===== config.mk =====
export PLATFORM = sky130hd
export DESIGN_NAME = alu_op_sequencer
export DESIGN_NICKNAME = d
export VERILOG_FILES = /design/src/rtl/alu_op_sequencer.sv
export SDC_FILE = /design/constraint.sdc
export NUM_CORES = 1
export LEC_CHECK = 0
export CAP_MARGIN = 20
export CORE_MARGIN = 8
export CORE_UTILIZATION = 25
export DETAILED_ROUTE_END_ITERATION = 7
export PLACE_DENSITY = 0.58
export SLEW_MARGIN = 40
export SYNTH_ARGS = -nofsm -noshare
export SYNTH_HDL_FRONTEND = slang
export SYNTH_SLANG_ARGS = --single-unit

===== constraint.sdc =====
create_clock -name clk -period 3.4 [get_ports clk]
set_input_delay 0.51 -clock clk [delete_from_list [all_inputs] [get_ports clk]]
set_output_delay 0.51 -clock clk [all_outputs]
set_load 0.02 [all_outputs]

===== src/rtl/alu_op_sequencer.sv =====
// alu_op_sequencer
//   Owns the shared N-bit ALU for one requester. A request is accepted with a
//   valid/ready handshake while idle. A single-cycle op (AND/ORR/ADD/SUB/PASSB/NOR)
//   makes one ALU pass. MUL (4'b1000) is done as N shift-and-add passes of the
//   ALU's ADD. Any other op is answered at once with an error response. The result
//   is held on a valid/ready response port until it is consumed.
// Ports
//   clk, rst_n              clock, asynchronous active-low reset
//   req_valid/req_ready     request handshake (ready only while idle)
//   req_op/req_a/req_b      operation code and operands, latched on accept
//   rsp_valid/rsp_ready     response handshake
//   rsp_data/rsp_z/rsp_err  result, result==0, illegal-op flag (registered)
//   busy                    sequencer not idle (registered)
//   alu_in1/alu_in2/alu_op  drive the ALU (combinational from the state)
//   alu_out/alu_z           ALU result and zero flag (combinational ALU)
module alu_op_sequencer #(
    parameter int N = 64
) (
    input  logic         clk,
    input  logic         rst_n,
    input  logic         req_valid,
    output logic         req_ready,
    input  logic [3:0]   req_op,
    input  logic [N-1:0] req_a,
    input  logic [N-1:0] req_b,
    output logic         rsp_valid,
    input  logic         rsp_ready,
    output logic [N-1:0] rsp_data,
    output logic         rsp_z,
    output logic         rsp_err,
    output logic         busy,
    output logic [N-1:0] alu_in1,
    output logic [N-1:0] alu_in2,
    output logic [3:0]   alu_op,
    input  logic [N-1:0] alu_out,
    input  logic         alu_z
);

    localparam int              CW       = (N > 1) ? $clog2(N) : 1;
    localparam logic [CW-1:0]   CNT_LAST = CW'(N - 1);
    localparam logic [3:0]      OP_ADD   = 4'b0010;
    localparam logic [3:0]      OP_MUL   = 4'b1000;

    typedef enum logic [1:0] {S_IDLE, S_EXEC, S_MUL, S_RESP} state_t;

    state_t       state, state_nxt;
    logic [3:0]   op_r;
    logic [N-1:0] a_r;      // operand A; doubles as the shifting multiplicand
    logic [N-1:0] b_r;      // operand B; doubles as the shifting multiplier
    logic [N-1:0] acc;
    logic [CW-1:0] cnt;
    logic         accept;
    logic         op_single;
    logic         op_mul;

    assign accept = req_valid && (state == S_IDLE);
    assign op_mul = (req_op == OP_MUL);

    always_comb begin
        op_single = 1'b0;
        case (req_op)
            4'b0000, 4'b0001, 4'b0010,
            4'b0110, 4'b0111, 4'b1100: op_single = 1'b1;
            default:                   op_single = 1'b0;
        endcase
    end

    // Next state and ALU drive. Outside EXEC/MUL the ALU sees 0 + 0 so its
    // inputs never toggle with stale operands.
    always_comb begin
        state_nxt = state;
        alu_in1   = '0;
        alu_in2   = '0;
        alu_op    = OP_ADD;
        case (state)
            S_IDLE: begin
                if (accept) begin
                    if (op_single)   state_nxt = S_EXEC;
                    else if (op_mul) state_nxt = S_MUL;
                    else             state_nxt = S_RESP;
                end
            end
            S_EXEC: begin
                alu_in1   = a_r;
                alu_in2   = b_r;
                alu_op    = op_r;
                state_nxt = S_RESP;
            end
            S_MUL: begin
                // Add the shifted multiplicand only when the current multiplier bit is set.
                alu_in1 = acc;
                alu_in2 = b_r[0] ? a_r : '0;
                if (cnt == CNT_LAST) state_nxt = S_RESP;
            end
            S_RESP: begin
                if (rsp_ready) state_nxt = S_IDLE;
            end
            default: state_nxt = S_IDLE;
        endcase
    end

    always_ff @(posedge clk or negedge rst_n) begin
        if (!rst_n) begin
            state     <= S_IDLE;
            req_ready <= 1'b1;
            rsp_valid <= 1'b0;
            busy      <= 1'b0;
            rsp_data  <= '0;
            rsp_z     <= 1'b0;
            rsp_err   <= 1'b0;
            op_r      <= '0;
            a_r       <= '0;
            b_r       <= '0;
            acc       <= '0;
            cnt       <= '0;
        end else begin
            state     <= state_nxt;
            // Handshake/status flags are flopped from the next state so they
            // come straight out of registers.
            req_ready <= (state_nxt == S_IDLE);
            rsp_valid <= (state_nxt == S_RESP);
            busy      <= (state_nxt != S_IDLE);
            case (state)
                S_IDLE: begin
                    if (accept) begin
                        op_r <= req_op;
                        a_r  <= req_a;
                        b_r  <= req_b;
                        acc  <= '0;
                        cnt  <= '0;
                        if (!op_single && !op_mul) begin
                            rsp_data <= '0;
                            rsp_z    <= 1'b1;
                            rsp_err  <= 1'b1;
                        end
                    end
                end
                S_EXEC: begin
                    rsp_data <= alu_out;
                    rsp_z    <= alu_z;
                    rsp_err  <= 1'b0;
                end
                S_MUL: begin
                    acc <= alu_out;
                    a_r <= a_r << 1;
                    b_r <= b_r >> 1;
                    cnt <= cnt + 1'b1;
                    if (cnt == CNT_LAST) begin
                        rsp_data <= alu_out;
                        rsp_z    <= alu_z;
                        rsp_err  <= 1'b0;
                    end
                end
                default: ;
            endcase
        end
    end

endmodule

# Yosys cells after proc, flatten, opt, wreduce, memory -nomap -nowiden
# Index checks and enable logic that the tools add are counted.
dict set report totals {
  regBits 273
  in_bits 201
  output_inout_bits 201
  wordCells 70
}
dict set report classes {
  add_sub_neg 1
  eq_ne 14
  muxes 29
  reduce_logical 14
}
# op count
set ops {}
lappend ops {{$pmux W64 S2} 5}
lappend ops {{$mux W64} 7}
lappend ops {{$pmux W64 S3} 1}
lappend ops {{$pmux W6 S2} 1}
lappend ops {{$eq A4 B3 Y1 const B} 2}
lappend ops {{$eq A4 B4 Y1 const B} 2}
lappend ops {{$mux W2} 4}
lappend ops {{$pmux W2 S4} 1}
lappend ops {{$add A6 B1 Y6 const B} 1}
lappend ops {{$eq A2 B2 Y1 const B} 3}
lappend ops {{$eq A6 B6 Y1 const B} 1}
lappend ops {{$mux W1} 6}
lappend ops {{$mux W6} 1}
lappend ops {{$pmux W1 S3} 2}
lappend ops {{$reduce_or A6 Y1} 1}
lappend ops {{$eq A4 B1 Y1 const B} 1}
lappend ops {{$eq A4 B2 Y1 const B} 1}
lappend ops {{$logic_not A2 Y1} 2}
lappend ops {{$logic_not A4 Y1} 1}
lappend ops {{$mux W4} 1}
lappend ops {{$ne A2 B2 Y1 const B} 2}
lappend ops {{$reduce_and A2 Y1} 2}
lappend ops {{$reduce_and A4 Y1} 1}
lappend ops {{$reduce_bool A2 Y1} 2}
lappend ops {{other kinds (5)} 7}

# Logic depth before layout (Yosys ltp)
# Gate-level depths: netlist (run 1).
dict set report logic_depth {
  word_depth 8
  depth_mapped 9
  depth_no_buf 6
}

# Least setup slack after synthesis (run 1)
# OpenSTA, ideal clock, no wires.
dict set report synth_path {
  path_type {flip-flop to output port}
  startpoint {register state[0]}
  endpoint {output port alu_in2[33]}
  arrival_ns 1.744
  t_required_ns 2.890
  slack_ns 1.146
  path_stages_with_launch 8
  n_path_buf 3
  cell_sequence {dfrtp_1 -> inv_1 -> ha_1 -> and2_1 -> buf_2 -> buf_2 -> buf_2 -> a22o_1}
}
dict set report synth_via {
  elab_chain_len 2
  elab_cells_between_ends 3
  classes_between {eq/ne (2); mux (1)}
}
# element line
set synth_lines {}
lappend synth_lines {{from (decl)} 46} ;# state_t state, state_nxt;
lappend synth_lines {{from (signal assigned)} 117} ;# state <= state_nxt;
lappend synth_lines {{$eq A2 B2 Y1 / $eq A2 B1 Y1 (equally long branches)} 75} ;# case (state)
lappend synth_lines {{$pmux W64 S2 (*)} 75}
lappend synth_lines {{to (decl)} 33} ;# output logic [N-1:0] alu_in2,
# Every way passes the cells marked *; elsewhere a longest branch is shown, timed or not.

# Final worst setup path (run 1)
dict set report layout_path {
  startpoint {register state[1]}
  endpoint {output port alu_in1[25]}
}
dict set report layout_via {
  elab_chain_len 2
  elab_cells_between_ends 3
  classes_between {eq/ne (2); mux (1)}
}
# element line
set layout_lines {}
lappend layout_lines {{$eq A2 B2 Y1 / $eq A2 B1 Y1 (equally long branches)} 75}
lappend layout_lines {{$pmux W64 S2 (*)} 75}
lappend layout_lines {{to (decl)} 32} ;# output logic [N-1:0] alu_in1,
# Marked as above.

==> out/results.tsv, run 1 <==
stage	metric	value	unit
synthesis	ys_types	41	
critical_path	r2r-end	rsp_valid$_DFF_PN0_	
synthesis	synth_xor_area_frac	0.000663	
clock_tree	cts_setup_buffers	0	
floorplan	io_pins	402	
clock_tree	clk_pin_slew_worst_paths	60	ps
pwr	vdd_drop_max	0.000941	V
drt	via_count	12300	
pwr	power_density	1080	nW/um2
synthesis	synth_seq_area_share	0.517	
critical_path	cp-end-kind	output port	
synthesis	synth_common_cells	272 x dfrtp_1, 204 x nand2_1, 192 x a22o_1	
critical_path	crit_type	flip-flop to output port	
synthesis	yosysWarnings	0	
placement	port_buffers	401	
critical_path	cp_max_fo	38	
timing	setup_viol	0	
synthesis	async_flop_share	1.00	
synthesis	synthCells	1320	
drt	routed_wl	54.4	mm
critical_path	timing.rr.start	state[0]$_DFF_PN0_	
synthesis	synth_top_family_by_area	compound AO/OA/AOI/OAI gates	
timing	hold_ws	465	ps
clock_tree	htree_levels	2	
placement	dp_hpwl	37.4	mm
synthesis	synth-simple-area-share	0.130	
clock_tree	cts.sinks	273	
synthesis	synth_edf_count	0	
floorplan	die_area	60500	um2
placement	globalplace.congestion	0.802	
finish	stdcell_count	2372	
synthesis	netlist_area	13200	um2
timing	min_period_over_period	0.972	
drt	drt_pass1_iterations	5	
floorplan	core	52400	um2
clock_tree	clk_latency	530	ps
critical_path	reg2reg_depth	7	
global_routing	grt.overflow.total	0	
synthesis	syn_avg_cell_area	10.0	um2
finish	drive_above_1_share	0.0655	
clock_tree	cts_made_buffers	34	
pwr	leakagePower	9.61	nW
global_routing	grt_usage	0.173	
critical_path	critPathRequiredTime	2890	ps
global_routing	grt_pass1_wl	82.0	mm
worst_hold_path	worstHoldStart	acc[56]$_DFFE_PN0P_	
drt	drtIter0Drc	666	
global_routing	antenna_found_initial	6	
synthesis	synth_top_cell_area_share	0.515	
synthesis	synthTopCellsByArea	dfrtp_1 52%, a22o_1 13%, o22ai_1 6.0%, nand2_1 5.8%, mux2i_1 5.2%	
floorplan	fp.dieH	246	um
synthesis	yosys.area.top_type	dfrtp_1	
clock_tree	clock-root-buffer	clkbuf_16	
run	max-cap-violations	0	
run_status	status	complete, no violations	
synthesis	synth_fa_ha_area_frac	0.00568	
critical_path	cp-start-kind	flip-flop	
drt	remaining_drc_errors	0	
global_routing	first_global_vias	12700	
timing	fmax	0.302	GHz
clock_tree	cts_tree	yes	
placement	dp_cells	2306	
timing	fin_worst_skew	12.9	ps
synthesis	yosysMostFrequentCell	dfrtp_1	
critical_path	arrival	2800	ps
worst_hold_path	holdCritPathClass	flip-flop to flip-flop	
worst_hold_path	min_to	acc[56]$_DFFE_PN0P_	
timing	slew-limit-headroom	0.447	
timing	slew_viol_final	0	
finish	synthToLayoutAreaGrowth	46.9	%
synthesis	synth_fp_nets	1527	
drt	wl_per_cell	22.9	um
drt	ant_nets	0	
timing	tightestPinTransition	830	ps
global_routing	grt_start_max_net_pins	108	
floorplan	start_util	0.252	
critical_path	regToRegSetupSlack	740	ps
finish	fin_nets	1864	
synthesis	synth_top_flop_cell	dfrtp_1	
synthesis	synth_compound_area_frac	0.242	
floorplan	die_x	246	um
clock_tree	cts.path.max_buffers	3	
floorplan	row_count	84	
timing	hold_viol_final	0	
synthesis	synth_seq_cells	273	
drt	via_per_inst	5.20	
timing	period_needed	3310	ps
worst_hold_path	min_path_cells	2	
synthesis	synth.area.mux_share	0.0558	
==> stage by stage <==
| stage | TNS [ps] | instance area (um2) | power (mW) | util | worst slack (ps) |
|---|---|---|---|---|---|
| final | 0 | 19400 | 21.0 | 0.370 | 93.6 |
| after detailed placement | 0 | 18000 | 17.5 | 0.343 | 525 |
| after CTS | 0 | 19100 | 21.2 | 0.365 | 6.76 |
| after global placement | 0 | 18000 | 17.3 | 0.343 | 540 |
| after floorplan | 0 | 13200 | 12.5 | - | 1150 |
| after global routing | -163 | 19400 | 22.4 | 0.370 | -12.4 |
==> kinds of logic (layout without fill, tap and decap cells) <==
group	count (synthesis)	count (layout)
DFF	273	273
other	0	4
adders and majority gates	6	6
buffers and inverters	142	502
muxes	73	73
xor gates and xnor gates	1	1
and+or+nand+nor	367	367
AOI/OAI and AO/OA	458	458
==> cell type report <==
cell class                 instances  area [um2]
antenna                            4        10.0
clock buffer                      56        1080
clock inverter                     3        17.5
fill                            5190       33000
inverter                           6        22.5
multi-input combinational        905        5830
sequential                       273        6830
tap                              688         861
timing repair buffer             437        4750
==> worst max path at each step <==
stage	from	endpoint	slack [ps]
2_1_floorplan	state[0]$_DFF_PN0_	alu_in2[33]	1150
3_3_place_gp	state[1]$_DFF_PN0_	alu_in2[2]	540
3_5_place_dp	state[1]$_DFF_PN0_	alu_in2[2]	530
4_1_cts	state[0]$_DFF_PN0_	alu_in2[2]	7
5_1_grt	state[1]$_DFF_PN0_	alu_in1[23]	-10
6_report	state[1]$_DFF_PN0_	alu_in1[25]	90
==> registers in the layout (all words and copies together), names as in the netlist <==
register / flops
a_r: 64
acc: 64
b_r: 64
busy: 1
cnt: 6
op_r: 4
req_ready: 1
rsp_data: 64
rsp_err: 1
rsp_valid: 1
rsp_z: 1
state: 2
==> per-layer routing <==
layer	wire, um	GRT usage
met3	3470	0.0368
met2	25900	0.277
met1	23800	0.227
met5	13	0
met4	1290	0.0636
==> timing repair <==
action | in CTS | in global routing
endpoints found under the hold margin | 2 | 0
cloned | 0 | 1
pin swaps | 0 | 1
hold buffers | 1 | 0
gates resized for setup | 4 | 90
setup endpoints to repair | 62 | 116
==> critical path, stage by stage (launching register included) <==
cell	delay, ps
dfrtp_1	440
inv_1	160
ha_4	330
and2_4	240
clkbuf_16	270
a22o_1	190
clkdlybuf4s50_1	600
==> cell usage in the layout (no fill, tap or decap), types with 65 or more instances in the layout <==
master	n
clkdlybuf4s50_1	313
dfrtp_1	271
nand2_1	202
a22o_1	192
o22ai_1	126
dlymetal6s2s_1	86
o21ai_0	67
mux2i_1	67
nand3_1	66
a21oi_1	65
==> report_power, final <==
group,internal [mW],total (mW),switching (mW)
clock,2.15,3.57,1.42
combinational,4.93,11.5,6.60
sequential,4.68,5.90,1.22
No activity file was read; power rests on OpenSTA's default activity.
==> inputs of run 2 (changes only) <==
CELL_PAD_IN_SITES_DETAIL_PLACEMENT = 0   (was not set)
CELL_PAD_IN_SITES_GLOBAL_PLACEMENT = 1   (was not set)
PLACE_DENSITY = 0.7   (was 0.58)
==> run 2 against run 1 <==
Effect of this change: power is 1.3% higher; clock power is 2% higher; critical path depth increased by 1; sequential power about the same; final area decreased by 0.25%; hold slack lost 13 ps; core utilization fell by 0.093 points; flip-flop and latch count stayed put; sequential share of layout area increased by 0.095 points; non-clock buffer count rose by 5; via count rose by 0.49%; wire length is 2.4% higher.
==> out/results.tsv, run 2 (synthesized netlist as in run 1, its figures left out) <==
stage	metric	value	unit	change
placement	placed_cell_area	18000	um2	-0.10%
critical_path	r2r-end	a_r[28]$_DFFE_PN0P_		
global_routing	grt_start_max_net_pins	131		+21%
drt	via_count	12400		+0.49%
critical_path	cp-endpoint	alu_in1[33]		
clock_tree	cts_made_buffers	35		+2.9%
global_routing	antenna_found_initial	8		+2
timing	setup_viol	0		unchanged
critical_path	crit_type	flip-flop to output port		
pwr	leakagePower	8.85	nW	-7.9%
timing	period_needed	3290	ps	-15.1 ps
finish	drive_above_1_share	0.0694		+0.00388
critical_path	arrival	2780	ps	-20 ps
placement	dp_hpwl	37.3	mm	-0.32%
timing	slew-limit-headroom	0.428		-0.0186
run_status	status	complete, no violations		
critical_path	timing.rr.start	state[0]$_DFF_PN0_		
global_routing	grt_pass1_wl	82.3	mm	+0.29%
critical_path	critPathRequiredTime	2890	ps	about the same
finish	regArea	6840	um2	about the same
floorplan	row_count	84		unchanged
floorplan	start_util	0.252		unchanged
finish	postLayoutCoreUtil	0.369		-0.000931
finish	mostFrequentLayoutCell	clkdlybuf4s50_1		
timing	min_period_over_period	0.968		-0.00445
timing	hold_viol_final	0		unchanged
finish	multiInputGateArea	5830	um2	unchanged
clock_tree	clock-root-buffer	clkbuf_16		
finish	final_cell_mix	360 x clkdlybuf4s50_1, 270 x dfrtp_1, 202 x nand2_1		
placement	place_ws	420	ps	-105 ps
floorplan	core	52400	um2	unchanged
finish	synthToLayoutAreaGrowth	46.5	%	
finish	num-fill-cells	5220		+0.58%
pwr	vdd_drop_max	0.000799	V	-15%
floorplan	fp.dieH	246	um	unchanged
critical_path	reg2reg_depth	6		-1
finish	fin_area	19400	um2	-0.25%
placement	port_buffers	401		unchanged
timing	fmax	0.304	GHz	+0.46%
drt	remaining_drc_errors	0		unchanged
timing	tightestPinTransition	858	ps	+27.9 ps
floorplan	io_pins	402		unchanged
pwr	power_density	1100	nW/um2	+1.6%
clock_tree	cts.sinks	273		unchanged
clock_tree	clk_pin_slew_worst_paths	50	ps	about the same
global_routing	grt_usage	0.174		+0.00110
critical_path	cp-end-kind	output port		
drt	drt_pass1_iterations	5		unchanged
clock_tree	htree_levels	2		unchanged
critical_path	cp-start-kind	flip-flop		
timing	slew_viol_final	0		unchanged
drt	drtIter0Drc	861		+29%
placement	globalplace.congestion	0.826		+3.0%
floorplan	die_area	60500	um2	unchanged
critical_path	crit_start	state[0]$_DFF_PN0_		
critical_path	cp_max_fo	32		-16%
clock_tree	clk_latency	540	ps	about the same
run	max-cap-violations	0		unchanged
global_routing	grt.overflow.total	0		unchanged
clock_tree	cts_tree	yes		
finish	fin_nets	1870		+0.32%
worst_hold_path	holdCritPathClass	input pin to asynchronous set/reset pin		
critical_path	regToRegSetupSlack	850	ps	+110 ps
timing	fin_worst_skew	16.2	ps	+3.31 ps
timing	finalWorstSetupSlack	109	ps	+15.1 ps
clock_tree	cts.path.max_buffers	3		unchanged
global_routing	first_global_vias	12700		-0.49%
drt	via_per_inst	5.21		+0.11%
drt	wl_per_cell	23.4	um	+2.0%
floorplan	die_x	246	um	unchanged
drt	ant_nets	0		unchanged
drt	routed_wl	55.7	mm	+2.4%
run 2: worst min-delay path by stage:
stage,start,end,slack (ps),cells past startpoint
2_1_floorplan,rst_n,a_r[0]$_DFFE_PN0P_,210,0
3_3_place_gp,acc[60]$_DFFE_PN0P_,acc[60]$_DFFE_PN0P_,450,2
3_5_place_dp,rst_n,rsp_data[11]$_DFFE_PN0P_,420,1
4_1_cts,rst_n,rsp_data[11]$_DFFE_PN0P_,430,2
5_1_grt,rst_n,rsp_data[10]$_DFFE_PN0P_,460,2
6_report,rst_n,rsp_data[11]$_DFFE_PN0P_,450,2
run 2: final cells by class:
cell class | instances | area share
clock buffer | 55 | 0.0549
tap | 688 | 0.0445
sequential | 273 | 0.353
clock inverter | 6 | 0.00284
antenna | 6 | 0.000776
inverter | 6 | 0.00116
timing repair buffer | 442 | 0.241
multi-input combinational | 905 | 0.301
run 2: routing by layer:
metal	GRT usage	up-vias	routed length, um
li1	-	5592	-
met1	0.224	6246	23600
met2	0.280	466	26700
met4	0.0613	4	1540
met3	0.0443	86	3810
met5	0	-	27
run 2: worst max-delay path: stages, from the launching register on:
cell	delay, ps
dfrtp_2	440
inv_1	200
ha_4	260
and2_4	170
buf_4	150
buf_16	160
a22o_1	270
clkdlybuf4s50_1	550
run 2: through the flow:
| step | hold slack (ps) | instances | setup TNS, ps | total power [mW] |
|---|---|---|---|---|
| floorplan | 214 | 1320 | 0 | 12.5 |
| global placement | 450 | 2302 | 0 | 17.4 |
| finish | 451 | 2381 | 0 | 21.3 |
| CTS | 433 | 2368 | 0 | 21.4 |
| global route | 459 | 2381 | -539 | 22.6 |
| detailed placement | 420 | 2305 | 0 | 17.6 |
run 2: power breakdown:
part	switching, mW	leakage [nW]	internal [mW]
sequential	1.24	3.30	4.68
clock	1.44	0.553	2.21
combinational	6.72	4.99	4.99
total	9.40	8.85	11.9
run 2: repair_timing:
action,CTS,global route
hold buffers,1,0
endpoints found under the setup margin,116,114
gates resized for setup,6,43
hold endpoints to repair,38,0
pin swaps,1,0
gates cloned,0,3
buffers inserted,1,4
